`src/rtl/bnn_popacc_thresh.sv`:
```
// Accumulates NBEATS popcount beats into one neuron match count and thresholds it.
// Result is held in HOLD until the consumer takes it; clr aborts a partial neuron only.
module bnn_popacc_thresh #(
  parameter int CWIDTH = 4,
  parameter int NBEATS = 8,
  parameter int AWIDTH = 7
) (
  input  logic              i_clk,
  input  logic              i_rst,
  input  logic              i_clr,
  input  logic              i_in_valid,
  output logic              o_in_ready,
  input  logic [CWIDTH-1:0] i_in_cnt,
  input  logic [AWIDTH-1:0] i_thr,
  output logic              o_out_valid,
  input  logic              i_out_ready,
  output logic              o_out_bit,
  output logic [AWIDTH-1:0] o_out_sum
);

  localparam int BW = $clog2(NBEATS);
  localparam logic [BW-1:0] LAST_BEAT = BW'(NBEATS - 1);

  localparam logic [0:0] S_ACC  = 1'b0;
  localparam logic [0:0] S_HOLD = 1'b1;

  logic [0:0]        r_state;
  logic [BW-1:0]     r_beat;
  logic [AWIDTH-1:0] r_acc;
  logic [AWIDTH-1:0] r_thr;
  logic [AWIDTH-1:0] r_out_sum;
  logic              r_out_bit;

  logic              w_accept;
  logic [AWIDTH-1:0] w_cnt_ext;
  logic [AWIDTH-1:0] w_sum;

  // in_ready is gated by rst so it reads 0 for the whole reset pulse
  assign o_in_ready  = (r_state == S_ACC) && !i_rst;
  assign w_accept    = i_in_valid && (r_state == S_ACC) && !i_clr;
  assign w_cnt_ext   = AWIDTH'(i_in_cnt);
  assign w_sum       = r_acc + w_cnt_ext;

  assign o_out_valid = (r_state == S_HOLD);
  assign o_out_bit   = r_out_bit;
  assign o_out_sum   = r_out_sum;

  always_ff @(posedge i_clk or posedge i_rst) begin
    if (i_rst) begin
      r_state   <= S_ACC;
      r_beat    <= '0;
      r_acc     <= '0;
      r_thr     <= '0;
      r_out_sum <= '0;
      r_out_bit <= 1'b0;
    end else begin
      case (r_state)
        S_ACC: begin
          if (i_clr) begin
            r_beat <= '0;
            r_acc  <= '0;
          end else if (w_accept) begin
            if (r_beat == '0) begin
              r_acc  <= w_cnt_ext;
              r_thr  <= i_thr;
              r_beat <= r_beat + 1'b1;
            end else if (r_beat == LAST_BEAT) begin
              r_out_sum <= w_sum;
              r_out_bit <= (w_sum >= r_thr);
              r_beat    <= '0;
              r_state   <= S_HOLD;
            end else begin
              r_acc  <= w_sum;
              r_beat <= r_beat + 1'b1;
            end
          end
        end
        S_HOLD: begin
          if (i_out_ready) r_state <= S_ACC;
        end
        default: r_state <= S_ACC;
      endcase
    end
  end

endmodule

```
`config.mk`:
```
export PLATFORM = sky130hd
export DESIGN_NAME = bnn_popacc_thresh
export DESIGN_NICKNAME = d
export VERILOG_FILES = /design/src/rtl/bnn_popacc_thresh.sv
export SDC_FILE = /design/constraint.sdc
export NUM_CORES = 1
export LEC_CHECK = 0
export CORE_MARGIN = 2
export CORE_UTILIZATION = 55
export CTS_CLUSTER_DIAMETER = 80
export DETAILED_ROUTE_END_ITERATION = 16
export DONT_BUFFER_PORTS = 1
export PLACE_DENSITY = 0.74
export SYNTH_ARGS = -nofsm -noshare
export SYNTH_HDL_FRONTEND = slang
export SYNTH_SLANG_ARGS = --single-unit
export TNS_END_PERCENT = 20
```
`constraint.sdc`:
```
create_clock -name i_clk -period 4.3 [get_ports i_clk]
set_input_delay 0.43 -clock i_clk [delete_from_list [all_inputs] [get_ports i_clk]]
set_output_delay 0.43 -clock i_clk [all_outputs]
set_load 0.005 [all_outputs]
```
==> results.yml <==
critical_path:
  worst_setup_path_end_kind: "flip-flop"
  crit_slowest_cell: "dfrtp_1"
  cp-start-kind: "flip-flop"
  path_cells: "ha_1, fa_1, a21o_1, o21ai_1, xnor2_1, ha_1, a21oi_1, o21ai_0, a21oi_1, o21ai_0"
  rr_worst_depth: 10
  cpPeakStageDelay_ns: 0.41
  crit_arrival_ns: 2.65
  cp.required_ns: 4.49
  worst-r2r-setup-slack_ns: 1.85
  crit_type: "reg -> reg"
  path_max_fanout: 3
clocking:
  path_clk_slew_ns: 0.13
  cts.sinks: 26
  ctsHoldBuffers: 0
  cts_setup_buffers: 0
  htreeDepth: 1
  root_buffer: "clkbuf_4"
  cts_resized: 0
  cts.path.max_buffers: 2
  clk_latency_ns: 0.31
  numCtsBuffers: 3
  cts_tree: "yes"
cells_and_area:
  layout.nets: 169
  area.growth.synth_to_final_pct: 2.04
  layout-drive-gt1-share: 0.184
  antennaDiodeCount: 0
  fin_cells: 167
logic_synthesis:
  avgSynthCellArea_um2: 11.3
  synth_common_cells: "dfrtp_1 (26), ha_1 (14), inv_1 (14)"
  yosys_register_bits: 26
  synth.area.top_cells: "dfrtp_1 (43%), ha_1 (11%), mux2_2 (5.9%)"
  synth-main-ff-cell: "dfrtp_1"
  yosys_warnings: 0
  synth_area_um2: 1530
  synth_top_cell_by_area: "dfrtp_1"
  synth_sequential_area_ratio: 0.425
  synth_nets: 167
  synth_edf_count: 0
  synth.distinct_cells: 36
  async_flop_share: 1.00
  syn_inst: 136
  synth.most_common_cell: "dfrtp_1"
  synth_top_area_share: 0.425
sta:
  skew_ns: 0.00228
  rsz0062_at_grt: "false"
  fin_tns_setup_ns: 0
  layout_min_cycle_time_ns: 2.45
  min_period_over_period: 0.570
  slew_headroom: 0.357
  hold_viol: 0
  worstMarginPinSlew_ns: 0.963
  setup_violations: 0
  fmax_mhz: 408
  drv_slew: 0
  worst_slack_ns: 1.85
global_routing:
  first_global_vias: 1015
  antenna_found_initial: 0
  grt_pass1_wl_um: 4360
  grt_max_degree: 27
  grt-ovfl-total: 0
  grtUsageTotal: 0.172
route:
  detail_route.vias_per_cell: 5.95
  dr.pass1.iters: 4
  wl_per_cell_um: 15.4
  drt_wl_total_um: 2570
  vias: 993
  route.detailed.drc: 0
  ant_nets: 0
  drt-initial-drc-count: 35
status:
  outcome: "complete, no violations"
floorplanning:
  die_h_um: 56.7
  initial_core_util: 0.565
  core.rowCount: 19
  core_um2: 2710
  io_pins: 26
  dieArea_um2: 3220
  die_width_um: 56.7
min_path:
  hold_class: "in -> async"
place:
  dpl.cell_count: 164
  dp_worst_setup_slack_ns: 1.81
  port_buffers: 0
  dpl.hpwl_um: 1990
  globalplace.congestion: 0.806
power_and_ir_drop:
  irDropWorstVdd_uv: 249
  finalPower_uw: 543
  power_density_nw_per_um2: 348
  p_leak_uw: 0.000819
flow_run:
  cap_viol_max_count: 0
stage by stage:
stage / hold slack [ns] / util / area [um2]
4_1_cts: 0.203 / 0.576 / 1560
6_report: 0.211 / 0.576 / 1560
5_1_grt: 0.225 / 0.576 / 1560
2_1_floorplan: 0.460 / - / 1530
3_5_place_dp: 0.487 / 0.568 / 1540
3_3_place_gp: 0.481 / 0.568 / 1540
final cells by class:
cell class,count,area (um2)
fill,231,1150
clock buffer,3,22.5
tap,31,38.8
sequential,26,651
multi-input combinational,93,797
inverter,14,52.6
worst max-delay path: cells and delay by family (launching register included):
family / cells / cell delay [ns]
AOI/OAI and AO/OA: 6 / 0.83
xor gates and xnor gates: 1 / 0.19
adders and majority gates: 3 / 0.93
DFF: 1 / 0.41
routing by layer:
layer | GRT usage | vias up | share of wire
met5 | 0 | - | 0
met4 | 0.0698 | 0 | 0.0090
met3 | 0.0253 | 2 | 0.040
met2 | 0.272 | 20 | 0.46
met1 | 0.236 | 487 | 0.49
li1 | - | 484 | -
placed cells by master (no fill, tap or decap), types with 2 or more instances in the layout:
cell / count
dfrtp_1: 26
and3_1: 2
o21ai_1: 2
clkbuf_4: 3
nand2b_1: 2
a31oi_1: 2
mux2i_1: 2
ha_1: 14
mux2_2: 8
mux2_4: 5
inv_1: 14
a22o_2: 2
nor2_1: 3
nand2_1: 8
a21o_1: 5
xnor2_1: 4
a21oi_1: 7
o2bb2ai_1: 3
o21ai_0: 8
report_power, final:
group | switching, uW | leakage, uW | internal [uW]
Clock | 64.9 | 0.0000138 | 32.7
Sequential | 19.6 | 0.000344 | 272
Combinational | 81.1 | 0.000461 | 73.0
path summary, 6_finish.rpt:
path / startpoint / to
hold / removal: i_rst / r_beat[2]
hold reg to reg: r_acc[0] / r_acc[0]
min in group i_clk: i_out_ready / o_out_valid
setup reg to reg: r_acc[0] / o_out_bit
setup / recovery: r_acc[0] / o_out_bit
max in group asynchronous: i_rst / r_thr[5]
sequential cells by signal, summed over array words and instances (netlist names):
register / flops
o_out_sum: 7
r_acc: 7
r_thr: 7
r_beat: 3
o_out_bit: 1
o_out_valid: 1
cells by family (layout without fill, tap and decap cells):
group	Yosys count	in the layout	synth area share
xor gates and xnor gates	5	5	0.0286
muxes	15	15	0.121
AOI/OAI and AO/OA	35	35	0.155
adders and majority gates	15	15	0.128
and+or+nand+nor	23	23	0.0891
buffers and inverters	17	17	0.0540
DFF	26	26	0.425
(Power assumes the default switching activity.)
